### src/rtl/id_ex_stage_pkg.sv
// Shared definitions for the ID/EX pipeline stage: ALU op codes,
// forwarding-source enumeration and default widths.
package riscv_pkg;

   localparam int XLEN_DEFAULT   = 64;
   localparam int RIDX_W_DEFAULT = 5;

   localparam logic [3:0] ALU_AND = 4'b0000;
   localparam logic [3:0] ALU_OR  = 4'b0001;
   localparam logic [3:0] ALU_ADD = 4'b0010;
   localparam logic [3:0] ALU_SUB = 4'b0110;
   localparam logic [3:0] ALU_SLT = 4'b0111;
   localparam logic [3:0] ALU_NOR = 4'b1100;

   typedef enum logic [1:0] {
      FWD_REG = 2'd0,
      FWD_MEM = 2'd1,
      FWD_WB  = 2'd2
   } fwd_sel_t;

endpackage

### src/rtl/id_ex_stage_if.sv
// ID -> EX handshake and operand bus. The master side is the decode
// stage plus the EX consumer; the slave side is the ID/EX register.
interface id_ex_if #(
   parameter int XLEN   = riscv_pkg::XLEN_DEFAULT,
   parameter int RIDX_W = riscv_pkg::RIDX_W_DEFAULT
);
   // upstream (decode) side
   logic              id_valid;
   logic              id_ready;
   logic [XLEN-1:0]   id_rs1_data;
   logic [XLEN-1:0]   id_rs2_data;
   logic [XLEN-1:0]   id_imm;
   logic [RIDX_W-1:0] id_rs1;
   logic [RIDX_W-1:0] id_rs2;
   logic [RIDX_W-1:0] id_rd;
   logic [3:0]        id_alu_op;
   logic              id_alu_src;
   logic              id_uses_rs2;
   logic              id_mem_read;
   logic              id_mem_write;
   logic              id_reg_write;

   // downstream (execute) side
   logic              ex_valid;
   logic              ex_ready;
   logic [XLEN-1:0]   alu_src1;
   logic [XLEN-1:0]   alu_src2;
   logic [3:0]        alu_op_sel;
   logic [XLEN-1:0]   ex_store_data;
   logic [RIDX_W-1:0] ex_rd;
   logic              ex_mem_read;
   logic              ex_mem_write;
   logic              ex_reg_write;

   modport master (
      output id_valid, id_rs1_data, id_rs2_data, id_imm, id_rs1, id_rs2, id_rd,
             id_alu_op, id_alu_src, id_uses_rs2, id_mem_read, id_mem_write,
             id_reg_write, ex_ready,
      input  id_ready, ex_valid, alu_src1, alu_src2, alu_op_sel, ex_store_data,
             ex_rd, ex_mem_read, ex_mem_write, ex_reg_write
   );

   modport slave (
      input  id_valid, id_rs1_data, id_rs2_data, id_imm, id_rs1, id_rs2, id_rd,
             id_alu_op, id_alu_src, id_uses_rs2, id_mem_read, id_mem_write,
             id_reg_write, ex_ready,
      output id_ready, ex_valid, alu_src1, alu_src2, alu_op_sel, ex_store_data,
             ex_rd, ex_mem_read, ex_mem_write, ex_reg_write
   );
endinterface

### src/rtl/id_ex_stage_fwd_mux.sv
// Operand bypass selector: MEM result beats WB result beats the value
// read from the register file; x0 is hard-wired and never bypassed.
module fwd_mux
   import riscv_pkg::*;
#(
   parameter int XLEN   = XLEN_DEFAULT,
   parameter int RIDX_W = RIDX_W_DEFAULT
) (
   input  logic [RIDX_W-1:0] idx_i,
   input  logic [XLEN-1:0]   reg_data_i,
   input  logic              mem_valid_i,
   input  logic [RIDX_W-1:0] mem_rd_i,
   input  logic [XLEN-1:0]   mem_data_i,
   input  logic              wb_valid_i,
   input  logic [RIDX_W-1:0] wb_rd_i,
   input  logic [XLEN-1:0]   wb_data_i,
   output logic [XLEN-1:0]   data_o
);

   fwd_sel_t sel;

   // pick the youngest matching producer for this source index
   always_comb begin
      sel = FWD_REG;
      if (idx_i != '0) begin
         if (mem_valid_i && (mem_rd_i == idx_i)) begin
            sel = FWD_MEM;
         end else if (wb_valid_i && (wb_rd_i == idx_i)) begin
            sel = FWD_WB;
         end
      end
   end

   // steer the chosen source onto the operand
   always_comb begin
      case (sel)
         FWD_MEM: data_o = mem_data_i;
         FWD_WB:  data_o = wb_data_i;
         default: data_o = reg_data_i;
      endcase
   end

endmodule

### src/rtl/id_ex_stage.sv
// ID/EX pipeline register: one-entry skid-less stage with load-use
// stall, flush, and combinational operand forwarding into the ALU.
module id_ex_stage
   import riscv_pkg::*;
#(
   parameter int XLEN   = XLEN_DEFAULT,
   parameter int RIDX_W = RIDX_W_DEFAULT
) (
   input  logic              clk,
   input  logic              rst_n,
   input  logic              flush,
   input  logic              mem_fwd_valid,
   input  logic [RIDX_W-1:0] mem_fwd_rd,
   input  logic [XLEN-1:0]   mem_fwd_data,
   input  logic              wb_fwd_valid,
   input  logic [RIDX_W-1:0] wb_fwd_rd,
   input  logic [XLEN-1:0]   wb_fwd_data,
   id_ex_if.slave            bus
);

   logic              valid_q, valid_d;
   logic              load_en;
   logic              load_use;
   logic              id_ready;
   logic [XLEN-1:0]   rs1_data_q, rs2_data_q, imm_q;
   logic [RIDX_W-1:0] rs1_q, rs2_q, rd_q;
   logic [3:0]        alu_op_q;
   logic              alu_src_q;
   logic              mem_read_q, mem_write_q, reg_write_q;
   logic [XLEN-1:0]   rs1_fwd, rs2_fwd;

   // hazard detection and next-state decision for the stage
   always_comb begin
      load_use = valid_q && mem_read_q && (rd_q != '0) && bus.id_valid &&
                 ((bus.id_rs1 == rd_q) || (bus.id_uses_rs2 && (bus.id_rs2 == rd_q)));
      id_ready = (!valid_q || bus.ex_ready) && !load_use;
      valid_d  = 1'b0;
      load_en  = 1'b0;
      if (flush) begin
         // kill wins over both hold and a same-cycle transfer-in
         valid_d = 1'b0;
      end else if (valid_q && !bus.ex_ready) begin
         valid_d = 1'b1;
      end else begin
         // stalled load-use cycles fall through here as a bubble
         load_en = bus.id_valid && id_ready;
         valid_d = load_en;
      end
   end

   // pipeline register; fields only change on an accepted transfer
   always_ff @(posedge clk or negedge rst_n) begin
      if (!rst_n) begin
         valid_q     <= 1'b0;
         rs1_data_q  <= '0;
         rs2_data_q  <= '0;
         imm_q       <= '0;
         rs1_q       <= '0;
         rs2_q       <= '0;
         rd_q        <= '0;
         alu_op_q    <= ALU_AND;
         alu_src_q   <= 1'b0;
         mem_read_q  <= 1'b0;
         mem_write_q <= 1'b0;
         reg_write_q <= 1'b0;
      end else begin
         valid_q <= valid_d;
         if (load_en) begin
            rs1_data_q  <= bus.id_rs1_data;
            rs2_data_q  <= bus.id_rs2_data;
            imm_q       <= bus.id_imm;
            rs1_q       <= bus.id_rs1;
            rs2_q       <= bus.id_rs2;
            rd_q        <= bus.id_rd;
            alu_op_q    <= bus.id_alu_op;
            alu_src_q   <= bus.id_alu_src;
            mem_read_q  <= bus.id_mem_read;
            mem_write_q <= bus.id_mem_write;
            reg_write_q <= bus.id_reg_write;
         end
      end
   end

   fwd_mux #(.XLEN(XLEN), .RIDX_W(RIDX_W)) u_fwd_rs1 (
      .idx_i       (rs1_q),
      .reg_data_i  (rs1_data_q),
      .mem_valid_i (mem_fwd_valid),
      .mem_rd_i    (mem_fwd_rd),
      .mem_data_i  (mem_fwd_data),
      .wb_valid_i  (wb_fwd_valid),
      .wb_rd_i     (wb_fwd_rd),
      .wb_data_i   (wb_fwd_data),
      .data_o      (rs1_fwd)
   );

   fwd_mux #(.XLEN(XLEN), .RIDX_W(RIDX_W)) u_fwd_rs2 (
      .idx_i       (rs2_q),
      .reg_data_i  (rs2_data_q),
      .mem_valid_i (mem_fwd_valid),
      .mem_rd_i    (mem_fwd_rd),
      .mem_data_i  (mem_fwd_data),
      .wb_valid_i  (wb_fwd_valid),
      .wb_rd_i     (wb_fwd_rd),
      .wb_data_i   (wb_fwd_data),
      .data_o      (rs2_fwd)
   );

   assign bus.id_ready      = id_ready;
   assign bus.ex_valid      = valid_q;
   assign bus.alu_src1      = rs1_fwd;
   assign bus.alu_src2      = alu_src_q ? imm_q : rs2_fwd;
   assign bus.alu_op_sel    = alu_op_q;
   assign bus.ex_store_data = rs2_fwd;
   assign bus.ex_rd         = rd_q;
   // side-effecting controls are masked so a bubble can never act
   assign bus.ex_mem_read   = valid_q & mem_read_q;
   assign bus.ex_mem_write  = valid_q & mem_write_q;
   assign bus.ex_reg_write  = valid_q & reg_write_q;

endmodule

### src/flat_wrapper.sv
// flat-port wrapper written by rule: the top's interface ports become plain ports
module id_ex_stage_flat import riscv_pkg::*;
#(
   parameter int XLEN   = XLEN_DEFAULT,
   parameter int RIDX_W = RIDX_W_DEFAULT
)
  (clk, rst_n, flush, mem_fwd_valid, mem_fwd_rd, mem_fwd_data, wb_fwd_valid, wb_fwd_rd, wb_fwd_data, bus_id_valid, bus_id_rs1_data, bus_id_rs2_data, bus_id_imm, bus_id_rs1, bus_id_rs2, bus_id_rd, bus_id_alu_op, bus_id_alu_src, bus_id_uses_rs2, bus_id_mem_read, bus_id_mem_write, bus_id_reg_write, bus_ex_ready, bus_id_ready, bus_ex_valid, bus_alu_src1, bus_alu_src2, bus_alu_op_sel, bus_ex_store_data, bus_ex_rd, bus_ex_mem_read, bus_ex_mem_write, bus_ex_reg_write);
  id_ex_if #(.XLEN(XLEN), .RIDX_W(RIDX_W)) bus_i ();
  input  logic clk;
  input  logic rst_n;
  input  logic flush;
  input  logic mem_fwd_valid;
  input  logic [RIDX_W-1:0] mem_fwd_rd;
  input  logic [XLEN-1:0] mem_fwd_data;
  input  logic wb_fwd_valid;
  input  logic [RIDX_W-1:0] wb_fwd_rd;
  input  logic [XLEN-1:0] wb_fwd_data;
  input wire logic [$bits(bus_i.id_valid)-1:0] bus_id_valid;
  input wire logic [$bits(bus_i.id_rs1_data)-1:0] bus_id_rs1_data;
  input wire logic [$bits(bus_i.id_rs2_data)-1:0] bus_id_rs2_data;
  input wire logic [$bits(bus_i.id_imm)-1:0] bus_id_imm;
  input wire logic [$bits(bus_i.id_rs1)-1:0] bus_id_rs1;
  input wire logic [$bits(bus_i.id_rs2)-1:0] bus_id_rs2;
  input wire logic [$bits(bus_i.id_rd)-1:0] bus_id_rd;
  input wire logic [$bits(bus_i.id_alu_op)-1:0] bus_id_alu_op;
  input wire logic [$bits(bus_i.id_alu_src)-1:0] bus_id_alu_src;
  input wire logic [$bits(bus_i.id_uses_rs2)-1:0] bus_id_uses_rs2;
  input wire logic [$bits(bus_i.id_mem_read)-1:0] bus_id_mem_read;
  input wire logic [$bits(bus_i.id_mem_write)-1:0] bus_id_mem_write;
  input wire logic [$bits(bus_i.id_reg_write)-1:0] bus_id_reg_write;
  input wire logic [$bits(bus_i.ex_ready)-1:0] bus_ex_ready;
  output wire logic [$bits(bus_i.id_ready)-1:0] bus_id_ready;
  output wire logic [$bits(bus_i.ex_valid)-1:0] bus_ex_valid;
  output wire logic [$bits(bus_i.alu_src1)-1:0] bus_alu_src1;
  output wire logic [$bits(bus_i.alu_src2)-1:0] bus_alu_src2;
  output wire logic [$bits(bus_i.alu_op_sel)-1:0] bus_alu_op_sel;
  output wire logic [$bits(bus_i.ex_store_data)-1:0] bus_ex_store_data;
  output wire logic [$bits(bus_i.ex_rd)-1:0] bus_ex_rd;
  output wire logic [$bits(bus_i.ex_mem_read)-1:0] bus_ex_mem_read;
  output wire logic [$bits(bus_i.ex_mem_write)-1:0] bus_ex_mem_write;
  output wire logic [$bits(bus_i.ex_reg_write)-1:0] bus_ex_reg_write;
  assign bus_i.id_valid = bus_id_valid;
  assign bus_i.id_rs1_data = bus_id_rs1_data;
  assign bus_i.id_rs2_data = bus_id_rs2_data;
  assign bus_i.id_imm = bus_id_imm;
  assign bus_i.id_rs1 = bus_id_rs1;
  assign bus_i.id_rs2 = bus_id_rs2;
  assign bus_i.id_rd = bus_id_rd;
  assign bus_i.id_alu_op = bus_id_alu_op;
  assign bus_i.id_alu_src = bus_id_alu_src;
  assign bus_i.id_uses_rs2 = bus_id_uses_rs2;
  assign bus_i.id_mem_read = bus_id_mem_read;
  assign bus_i.id_mem_write = bus_id_mem_write;
  assign bus_i.id_reg_write = bus_id_reg_write;
  assign bus_i.ex_ready = bus_ex_ready;
  assign bus_id_ready = bus_i.id_ready;
  assign bus_ex_valid = bus_i.ex_valid;
  assign bus_alu_src1 = bus_i.alu_src1;
  assign bus_alu_src2 = bus_i.alu_src2;
  assign bus_alu_op_sel = bus_i.alu_op_sel;
  assign bus_ex_store_data = bus_i.ex_store_data;
  assign bus_ex_rd = bus_i.ex_rd;
  assign bus_ex_mem_read = bus_i.ex_mem_read;
  assign bus_ex_mem_write = bus_i.ex_mem_write;
  assign bus_ex_reg_write = bus_i.ex_reg_write;
  id_ex_stage #(.XLEN(XLEN), .RIDX_W(RIDX_W)) u_core (.clk(clk), .rst_n(rst_n), .flush(flush), .mem_fwd_valid(mem_fwd_valid), .mem_fwd_rd(mem_fwd_rd), .mem_fwd_data(mem_fwd_data), .wb_fwd_valid(wb_fwd_valid), .wb_fwd_rd(wb_fwd_rd), .wb_fwd_data(wb_fwd_data), .bus(bus_i));
endmodule
### config.mk
export PLATFORM = sky130hd
export DESIGN_NAME = id_ex_stage_flat
export DESIGN_NICKNAME = d
export VERILOG_FILES = /design/src/rtl/id_ex_stage_pkg.sv /design/src/rtl/id_ex_stage_if.sv /design/src/rtl/id_ex_stage_fwd_mux.sv /design/src/rtl/id_ex_stage.sv /design/src/flat_wrapper.sv
export SDC_FILE = /design/constraint.sdc
export NUM_CORES = 1
export LEC_CHECK = 0
export ABC_AREA = 0
export CORE_AREA = 5 5 217 219
export CTS_BUF_LIST = sky130_fd_sc_hd__clkbuf_4
export CTS_CLUSTER_SIZE = 8
export DETAILED_ROUTE_END_ITERATION = 7
export DIE_AREA = 0 0 222 224
export GPL_ROUTABILITY_DRIVEN = 0
export PLACE_DENSITY = 0.67
export SLEW_MARGIN = 0
export SYNTH_ARGS = -nofsm -noshare
export SYNTH_HDL_FRONTEND = slang
export SYNTH_SLANG_ARGS = --single-unit
### constraint.sdc
create_clock -name clk -period 4.2 [get_ports clk]
set_clock_uncertainty 0.2 [all_clocks]
set_input_delay 0.42 -clock clk [delete_from_list [all_inputs] [get_ports clk]]
set_output_delay 0.42 -clock clk [all_outputs]
set_load 0.005 [all_outputs]
==> results of run 1 <==
## kinds of logic after synthesis
kind of cell,Yosys count
simple gates,155
compound gates,263
xor+xnor,29
flops,216
mux,279
fa+ha+maj,4
buf+inv,90
## cell type report
class / count / area share, %
well taps: 600 / 3.09
multi-input cells: 730 / 28.0
inverters: 4 / 0.0618
clock buffers: 94 / 2.90
flip-flops and latches: 216 / 22.3
diodes: 8 / 0.0823
repair buffers: 1012 / 43.2
clock inverters: 18 / 0.391
## Yosys cell counts, types with 6 or more instances
cell / instances
mux2_1: 10
mux2_2: 269
xnor2_1: 18
buf_1: 14
buf_4: 17
clkbuf_1: 49
buf_2: 6
o21ai_0: 128
a22oi_1: 128
nand2_1: 131
xor2_1: 11
dfrtp_1: 216
## stage by stage
| stage | setup TNS, ps | util, % | cells | area (µm²) | power (µW) |
|---|---|---|---|---|---|
| 6_report | -1660 | 54.2 | 2682 | 24300 | 8190 |
| 5_1_grt | -14960 | 54.1 | 2679 | 24300 | 8600 |
| 4_1_cts | -17350 | 50.2 | 2597 | 22500 | 7850 |
| 3_5_place_dp | -1260 | 41.6 | 2227 | 18700 | 5500 |
| 3_3_place_gp | -828 | 41.6 | 2227 | 18700 | 5460 |
| 2_1_floorplan | 0 | - | 1036 | 11600 | 3650 |
## worst register-to-register path: cells and delay by family, from the launching register on
family	cells	cell delay [ps]
flops	1	450
mux	1	630
simple gates	1	600
buf+inv	1	440
compound gates	2	520
## path summary, 6_finish.rpt
| check | end | slack, ps | depth (start not counted) |
|---|---|---|---|
| worst max-delay path | bus_alu_src2[20] | -150 | 14 |
| worst min-delay path | u_core.imm_q[59]$_DFFE_PN0P_ | 90 | 2 |
| worst max register to register | u_core.imm_q[26]$_DFFE_PN0P_ | 1230 | 5 |
| worst min register to register | u_core.rs1_data_q[11]$_DFFE_PN0P_ | 290 | 1 |
| max in group asynchronous | u_core.imm_q[24]$_DFFE_PN0P_ | 2560 | 3 |
| min in group clk | u_core.rs2_data_q[29]$_DFFE_PN0P_ | 120 | 2 |
## flip-flops by register name, indices dropped and copies added (netlist names), 4 cells and up
register / cells
u_core.bus.alu_op_sel: 4
u_core.rs1_data_q: 64
u_core.rs2_q: 5
u_core.rs2_data_q: 64
u_core.rs1_q: 5
u_core.imm_q: 64
u_core.bus.ex_rd: 5
## where the power goes
group	total (µW)	switching (µW)	internal [µW]	leakage [µW]
Clock	2110	1020	1090	0.000489
Sequential	2760	319	2440	0.00253
Combinational	3320	1290	2030	0.00723
## what timing repair did
item,CTS,global route
setup buffers,35,89
gates resized for setup,328,550
hold buffers,202,0
endpoints found under the hold margin,292,0
pin swaps,25,64
endpoints found under the setup margin,190,151
gates cloned,21,7
## metal layers
metal	vias up	GRT usage, %	wire length [µm]
met5	-	0	0
met4	0	10.0	2640
met3	176	7.06	4790
met2	726	38.6	31200
met1	6592	26.9	24800
li1	5847	-	-
==> summary.txt, run 1 <==
Synth
  – Post-Synth XOR/XNOR Area: roughly 2.2%
  – Post-Synth Simple-Gate Area: between 5 and 6%
  – Synthesized area: between 0.01 and 0.015 mm²
  – Synth warnings: 0
  – Avg Synthesized Cell Area: around 11 µm²
  – Largest family of logic cells by synthesized area: multiplexers
  – Asr flop ratio synth: 100%
  – Synth area leader: dfrtp_1
  – Yosys cell types: 33
  – Register area share after synthesis: 46.7%
  – EDFF count, synth: 0
  – Synth top area cells: dfrtp_1, mux2_2, a22oi_1
  – Syn nets: ~1.4k
  – Area share of fa/ha/maj cells after synthesis: less than 1%
  – Synth Register Bits: about 220
  – Compound-Gate Fraction of Synth Area: 14.4%
  – Cells after Synth: roughly 1.0k
  – Post-synth top flop: dfrtp_1
  – Post-synth top area share: a little under half
  – Multiplexer share of the synthesized area: 27.2%

Critical path
  – Crit Path Class: flip-flop to output pin
  – Top Family by Delay on Critical Path: simple AND/OR/NAND/NOR gates
  – CP Launch Type: flip-flop
  – CP Capture Type: output pin
  – CP Buf/Inv Count: 6
  – Critical path arrival: about 3700 ps
  – Crit-path cells: xor2_2, nor4_2, and3_1, or4_4, ha_4, buf_6, buf_12, buf_6, buf_12, buf_12, nand2_4, o21ai_4, mux2_4, buf_6
  – CP startpoint: u_core.rs2_q[3]$_DFFE_PN0P_
  – Slowest stage cell, crit path: or4_4
  – Critical Path RT: around 3600 ps
  – Reg2reg start: u_core.bus.ex_rd[1]$_DFFE_PN0P_
  – Worst path max stage delay: approximately 570 ps
  – Crit-path max FO: 6

CTS
  – Root Buffer: clkbuf_4
  – CTS tree: built
  – Clk buf depth: 3
  – CTS buffer count: 67
  – Clock sink total: between 200 and 250
  – Clk Latency, worst-skew pair: between 700 and 800 ps
  – Htree depth: 3
  – Reg clk slew, reported paths: around 70 ps

Floorplan
  – Site Rows: 78
  – Core area: between 0.04 and 0.05 mm²
  – I/O pin total: about 570
  – Chip Width: about 220 µm
  – Initial core utilization: 25.8%
  – Full die area: 0.0497 mm²
  – Die H: 224 µm

Place
  – Port bufs: about 570
  – Pre-CTS WS: -158 ps
  – Hpwl dp: 36500 µm

Run
  – Max Cap Viol: 0

Layout
  – P&R area growth vs syn: 110%
  – Most frequent cells in the layout: clkdlybuf4s50_1, mux2_2, dfrtp_1, dlygate4sd3_1, buf_4
  – Layout cell share with drive strength beyond 1: 44.2%
  – Nets: 2396
  – Area of the multi-input gates: 0.00680 mm²
  – Most common library cell in the layout ignoring fill and taps: clkdlybuf4s50_1
  – Register Area: roughly 0.0054 mm²
  – FILL cells: about 3.7k

STA
  – Post-route minimum period: between 4000 and 5000 ps
  – Worst slew margin: 18.6%
  – # setup viols final: 36
  – Worst hold slack: around 90 ps
  – Worst-Margin Slew: around 1200 ps
  – Worst setup margin: -145 ps
  – Fmax: around 0.23 GHz
  – Fin. Hold Viols: 0
  – RSZ-0062 raised after global routing: true
  – Final Cycle Share: 103%
  – Slew Viols, Final: 0

Global routing
  – GRT Total Usage: a little under a quarter
  – Initial antenna violation count: 4
  – Global-route wire length before repair: between 80000 and 90000 µm
  – Total grt overflow: 0
  – Pin count of the biggest net entering global routing: 110
  – Number of global-route vias before repair: 14.3k

Worst hold path
  – Tightest Hold Check Type: input port to asynchronous set/reset pin

Detailed routing
  – Antenna-violating nets left: 0
  – Vias: roughly 13k
  – Wire per inst: around 24 µm
  – Via/cell ratio: 4.97
  – DR pass1 iterations: 5
  – Iter 0 DRT Violations: between 900 and 1k
  – Final wirelength: 63400 µm
  – Post-route DRC: 0

Run status
  – Outcome: finished, violations left
  – Failing checks: setup timing

Power and ir drop
  – Maximum VDD drop: 0.313 mV
  – Power per cell area: 337 mW/mm²
  – Leakage: between 0.01 and 0.015 µW
Note: power is estimated with default switching activity, not from simulation.
==> inputs of run 2 (changes only) <==
--- a/config.mk
+++ b/config.mk
@@ -6,6 +6,7 @@
 export NUM_CORES = 1
 export LEC_CHECK = 0
 export ABC_AREA = 0
+export CAP_MARGIN = 40
 export CORE_AREA = 5 5 217 219
 export CTS_BUF_LIST = sky130_fd_sc_hd__clkbuf_4
 export CTS_CLUSTER_SIZE = 8
==> run 2 against run 1 <==
The flow still finishes with violations (setup timing); critical path depth is 1 higher; core utilization about the same; fmax is 0.78% higher; register-to-register slack lost 20 ps; combinational power up 1%; die area unchanged; highest routed layer unchanged; largest power group unchanged; global-route usage decreased by 0.072 points; largest cell class unchanged; first-iteration DRC count down 11%; clock power hardly changed.
==> summary.txt, run 2 (same netlist as run 1, synthesis figures left out) <==
Layout
  – Most common library cell in the layout ignoring fill and taps: clkdlybuf4s50_1
  – Layout cell share with drive strength beyond 1: 42.2% (-2.0 points)
  – Register Area: 0.00541 mm² (about the same)
  – Finished Layout Cells: 2675 (-0.26%)
  – Most frequent cells in the layout: clkdlybuf4s50_1, mux2_2, dfrtp_1, dlygate4sd3_1, buf_4
  – Top Registers: u_core.imm_q x64, u_core.rs1_data_q x64, u_core.rs2_data_q x64
  – Area of the multi-input gates: 0.00680 mm² (unchanged)
  – Nets: 2388 (-0.33%)
  – P&R area growth vs syn: 110% (about the same)
  – FILL cells: 3652 (-0.92%)

Detailed routing
  – Iter 0 DRT Violations: 837 (-11%)
  – Post-route DRC: 0 (unchanged)
  – Wire per inst: 23.8 µm (+0.49%)
  – Vias: 13.3k (+0.045%)
  – DR pass1 iterations: 7 (+2)
  – Antenna-violating nets left: 0 (unchanged)
  – Via/cell ratio: 4.99 (+0.31%)
  – Final wirelength: 63600 µm (+0.23%)

CTS
  – CTS buffer count: 67 (unchanged)
  – CTS tree: built
  – Clk buf depth: 3 (unchanged)
  – Htree depth: 3 (unchanged)
  – Clock sink total: 216 (unchanged)
  – Clk Latency, worst-skew pair: 780 ps (+20 ps)
  – Root Buffer: clkbuf_4
  – Reg clk slew, reported paths: 70 ps (about the same)

Critical path
  – Critical Path RT: 3580 ps (about the same)
  – Crit-path max FO: 5 (-1)
  – Crit Path Class: flip-flop to output pin
  – R2r worst-path depth: 5 (unchanged)
  – CP Launch Type: flip-flop
  – CP Buf/Inv Count: 7 (+1)
  – Critical path arrival: 3690 ps (-40 ps)
  – R2r endpoint: u_core.rs1_data_q[29]$_DFFE_PN0P_
  – Most used cell, CP: buf_6
  – Slowest stage cell, crit path: or4_4
  – Crit-path cells: xor2_1, nor4_2, and3_1, or4_4, ha_4, buf_12, buf_6, buf_6, clkbuf_16, buf_6, nand2_4, o21ai_4, buf_6, mux2_2, clkbuf_2
  – CP Capture Type: output pin
  – Reg2Reg Setup Slack: 1210 ps (-20 ps)
  – Reg2reg start: u_core.bus.ex_rd[1]$_DFFE_PN0P_
  – Worst path max stage delay: 520 ps (-50 ps)
  – Top Family by Delay on Critical Path: buffers and inverters

STA
  – Worst slew margin: 47.3% (+29 points)
  – Fin. Hold Viols: 0 (unchanged)
  – Worst-Margin Slew: 791 ps (-429 ps)
  – # setup viols final: 27 (-25%)
  – Post-route minimum period: 4310 ps (-33.5 ps)
  – Worst setup margin: -112 ps (+33.5 ps)
  – Fmax: 0.232 GHz (+0.78%)
  – TNS Setup: -1240 ps (+420 ps)
  – RSZ-0062 raised after global routing: true
  – Final Cycle Share: 103% (-0.80 points)
  – Slew Viols, Final: 0 (unchanged)

Place
  – Post-placement cell count: 2228 (+0.045%)
  – Hpwl dp: 36800 µm (+0.98%)
  – Pre-CTS WS: -140 ps (+17.3 ps)
  – Port bufs: 566 (unchanged)

Global routing
  – Number of global-route vias before repair: 14.4k (+0.76%)
  – Global-route wire length before repair: 87300 µm (about the same)
  – GRT Total Usage: 22.7% (-0.072 points)
  – Total grt overflow: 0 (unchanged)
  – Pin count of the biggest net entering global routing: 110 (unchanged)
  – Initial antenna violation count: 3 (-1)

Power and ir drop
  – PnR Total Power: 8220 µW (+0.45%)
  – Leakage: 0.0106 µW (+3.7%)
  – Power per cell area: 338 mW/mm² (+0.43%)
  – Maximum VDD drop: 0.281 mV (-10%)

Run status
  – Failing checks: setup timing
  – Outcome: finished, violations left

Floorplan
  – I/O pin total: 567 (unchanged)
  – Die H: 224 µm (unchanged)
  – Full die area: 0.0497 mm² (unchanged)
  – Site Rows: 78 (unchanged)
  – Initial core utilization: 25.8% (unchanged)
  – Chip Width: 222 µm (unchanged)
  – Core area: 0.0449 mm² (unchanged)

Run
  – Max Cap Viol: 0 (unchanged)

Worst hold path
  – Tightest Hold Check Type: input port to asynchronous set/reset pin
-- run 2: per-layer routing --
layer	track usage, %	routed length (µm)	vias to the layer above
met5	0	0	-
met4	9.54	2370	0
met3	6.92	4450	159
met2	39.0	31700	710
met1	26.5	25000	6649
li1	-	-	5829
-- run 2: timing repair --
item / 4_1_cts / 5_1_grt
setup buffers: 31 / 83
setup endpoints to repair: 186 / 135
gates cloned: 19 / 9
hold buffers: 196 / 0
pin swaps: 29 / 60
gates resized for setup: 301 / 472
hold endpoints to repair: 286 / 0
-- run 2: through the flow --
stage	hold WS, ps	util [%]	cell area [µm²]
2_1_floorplan	-75.6	-	11600
3_3_place_gp	271	41.6	18700
3_5_place_dp	275	41.6	18700
4_1_cts	3.85	50.1	22500
5_1_grt	7.86	54.2	24300
6_report	71.3	54.2	24300
-- run 2: worst max path at each step --
stage,start,endpoint,depth (start not counted)
final,u_core.rs2_q[2]$_DFFE_PN0P_,bus_alu_src2[52],15
after global routing,u_core.rs2_q[2]$_DFFE_PN0P_,bus_alu_src2[52],15
after CTS,u_core.rs2_q[1]$_DFFE_PN0P_,bus_alu_src2[57],11
after detailed placement,mem_fwd_rd[4],bus_alu_src2[21],12
after global placement,mem_fwd_rd[2],bus_alu_src2[21],12
after floorplan,mem_fwd_rd[2],bus_alu_src2[42],11
-- run 2: worst register-to-register path, stage by stage (launching register included) --
cell and delay (ps):
dfrtp_1 450, or4_1 600, o211a_1 290, a21oi_4 230, buf_12 420, mux2_2 650
-- run 2: cell type report --
| type | count | area share, % |
|---|---|---|
| diodes | 7 | 0.0720 |
| clock buffers | 96 | 2.96 |
| clock inverters | 18 | 0.391 |
| inverters | 4 | 0.0617 |
| multi-input cells | 730 | 28.0 |
| flip-flops and latches | 216 | 22.3 |
| well taps | 600 | 3.09 |
| repair buffers | 1004 | 43.2 |
-- run 2: power breakdown --
group	internal (µW)	switching (µW)	leakage, µW
Combinational	2060	1300	0.00760
Clock	1110	1030	0.000498
Sequential	2440	286	0.00254
==> inputs of run 3 (changes only) <==
--- a/config.mk
+++ b/config.mk
@@ -14,6 +14,7 @@
 export DIE_AREA = 0 0 222 224
 export GPL_ROUTABILITY_DRIVEN = 0
 export PLACE_DENSITY = 0.67
+export SKIP_CTS_REPAIR_TIMING = 1
 export SLEW_MARGIN = 0
 export SYNTH_ARGS = -nofsm -noshare
 export SYNTH_HDL_FRONTEND = slang
==> run 3 against run 2 <==
The flow still finishes with violations (setup timing); critical endpoint is now bus_alu_src2[47]; first-iteration DRC count is 2.0% lower; global-route usage is 3.8 points lower; largest cell class unchanged; register-to-register slack better by 40 ps; worst hold slack worse by 17 ps; via count is 6.2% lower; core utilization is 3.8 points lower; total power is 3.6% lower; combinational power is 7.7% lower.
==> summary.txt, run 3 (same netlist as run 1, synthesis figures left out) <==
STA
  – Worst-Margin Slew: 786 ps (-4.82 ps)
  – TNS Setup: -6240 ps (-4990 ps)
  – Worst slew margin: 47.6% (+0.32 points)
  – Final Cycle Share: 105% (+2.3 points)
  – Worst setup margin: -209 ps (-96.8 ps)
  – Slew Viols, Final: 0 (unchanged)
  – RSZ-0062 raised after global routing: true
  – # setup viols final: 44 (+63%)
  – Fmax: 0.227 GHz (-2.2%)
  – Post-route minimum period: 4410 ps (+96.8 ps)
  – Fin. Hold Viols: 0 (unchanged)

Critical path
  – Slowest stage cell, crit path: or4_4
  – Crit-path max FO: 10 (+5)
  – Worst path max stage delay: 550 ps (+30 ps)
  – R2r worst-path depth: 5 (unchanged)
  – CP Launch Type: flip-flop
  – Crit Path Class: flip-flop to output pin
  – Crit-path cells: xor2_1, nor4_1, and3_1, or4_4, ha_4, buf_12, buf_4, a22oi_1, o21ai_1, mux2_2, clkdlybuf4s50_1
  – CP Capture Type: output pin
  – Critical path arrival: 3790 ps (+100 ps)
  – Critical Path RT: 3580 ps (about the same)

Layout
  – Most common library cell in the layout ignoring fill and taps: clkdlybuf4s50_1
  – Nets: 2264 (-5.2%)
  – P&R area growth vs syn: 95.5%
  – FILL cells: 3912 (+7.1%)
  – Register Area: 0.00542 mm² (about the same)
  – Area of the multi-input gates: 0.00627 mm² (-7.8%)
  – Design area: 0.0226 mm² (-7.0%)
  – Finished Layout Cells: 2548 (-4.7%)
  – Most frequent cells in the layout: clkdlybuf4s50_1, mux2_2, dfrtp_1, buf_4, nand2_1
  – Layout cell share with drive strength beyond 1: 36.6% (-5.5 points)
  – Top Registers: u_core.imm_q x64, u_core.rs1_data_q x64, u_core.rs2_data_q x64

Place
  – Port bufs: 566 (unchanged)
  – Hpwl dp: 36800 µm (unchanged)
  – Post-placement cell count: 2228 (unchanged)
  – Placed Instance Area: 0.0187 mm² (unchanged)

Power and ir drop
  – Maximum VDD drop: 0.236 mV (-16%)
  – Power per cell area: 351 mW/mm² (+3.7%)
  – Leakage: 0.0102 µW (-4.5%)
  – PnR Total Power: 7930 µW (-3.6%)

CTS
  – CTS tree: built
  – Root Buffer: clkbuf_4
  – Clock sink total: 216 (unchanged)
  – CTS buffer count: 67 (unchanged)
  – Clk Latency, worst-skew pair: 780 ps (about the same)
  – Clk buf depth: 3 (unchanged)
  – Reg clk slew, reported paths: 80 ps (about the same)
  – Htree depth: 3 (unchanged)

Global routing
  – Met2 global-route usage: 32.0% (-7.0 points)
  – Pin count of the biggest net entering global routing: 110 (unchanged)
  – Number of global-route vias before repair: 12.4k (-14%)
  – GR Layer Usage met1: 22.1% (-4.4 points)
  – GRT Total Usage: 18.9% (-3.8 points)
  – Total grt overflow: 0 (unchanged)
  – Initial antenna violation count: 2 (-1)
  – Global-route wire length before repair: 73800 µm (-15%)
  – Met3 usage: 6.19% (-0.73 points)
  – Top Usage Layer GRT: met2

Detailed routing
  – Final wirelength: 60900 µm (-4.2%)
  – Post-route DRC: 0 (unchanged)
  – Via/cell ratio: 4.91 (-1.5%)
  – Antenna-violating nets left: 0 (unchanged)
  – Iter 0 DRT Violations: 820 (-2.0%)
  – DR pass1 iterations: 7 (unchanged)
  – Vias: 12.5k (-6.2%)
  – Wire per inst: 23.9 µm (+0.52%)

Floorplan
  – I/O pin total: 567 (unchanged)
  – Initial core utilization: 25.8% (unchanged)
  – Full die area: 0.0497 mm² (unchanged)
  – Site Rows: 78 (unchanged)
  – Die H: 224 µm (unchanged)
  – Core area: 0.0449 mm² (unchanged)
  – Chip Width: 222 µm (unchanged)

Run status
  – Outcome: finished, violations left
  – Failing checks: setup timing

Worst hold path
  – Tightest Hold Check Type: input port to flip-flop
  – Hold Path Cell Cnt: 2

Run
  – Max Cap Viol: 0 (unchanged)
run 3: final timing paths:
kind,slack [ps],to,start
max,-210,bus_alu_src2[47],u_core.rs2_q[4]$_DFFE_PN0P_
min,50,u_core.imm_q[8]$_DFFE_PN0P_,bus_id_imm[8]
max reg2reg,1250,u_core.rs1_data_q[29]$_DFFE_PN0P_,u_core.bus.ex_rd[1]$_DFFE_PN0P_
min reg2reg,290,u_core.rs1_data_q[14]$_DFFE_PN0P_,u_core.rs1_data_q[14]$_DFFE_PN0P_
max in group asynchronous,2550,u_core.imm_q[20]$_DFFE_PN0P_,rst_n
min in group asynchronous,70,u_core.imm_q[59]$_DFFE_PN0P_,rst_n
run 3: area by class of cell:
cell class,instances,share of cell area [%]
Clock buffer,96,3.19
Clock inverter,18,0.421
Tap cell,600,3.32
Antenna cell,4,0.0443
Sequential cell,216,24.0
Multi-Input combinational cell,730,27.7
Inverter,4,0.0664
Timing Repair Buffer,880,41.2
run 3: worst max-delay path, delay by kind of cell, from the launching register on:
family,cells,cell delay (ps)
and+or+nand+nor,3,800
muxes,1,270
DFF,1,440
AOI/OAI and AO/OA,2,340
xor gates and xnor gates,1,150
adders and majority gates,1,220
buffers and inverters,3,770
run 3: stage by stage:
stage / worst slack [ps] / util (%) / hold WS (ps)
global placement: -158 / 41.6 / 271
CTS: -589 / 43.4 / -578
finish: -209 / 50.4 / 53.9
floorplan: 834 / - / -75.6
detailed placement: -140 / 41.6 / 275
global route: -382 / 50.4 / -25.0
run 3: power breakdown:
part | internal [µW] | leakage (µW) | switching, µW
combinational | 1930 | 0.00712 | 1170
clock | 1110 | 0.000498 | 1020
sequential | 2440 | 0.00253 | 258
run 3: metal layers:
layer / vias to the layer above / share of wire, % / wire length (µm)
li1: 5578 / - / -
met1: 6165 / 40 / 24600
met2: 642 / 49 / 29700
met3: 135 / 7.1 / 4350
met4: 0 / 3.7 / 2250
met5: - / 0 / 0
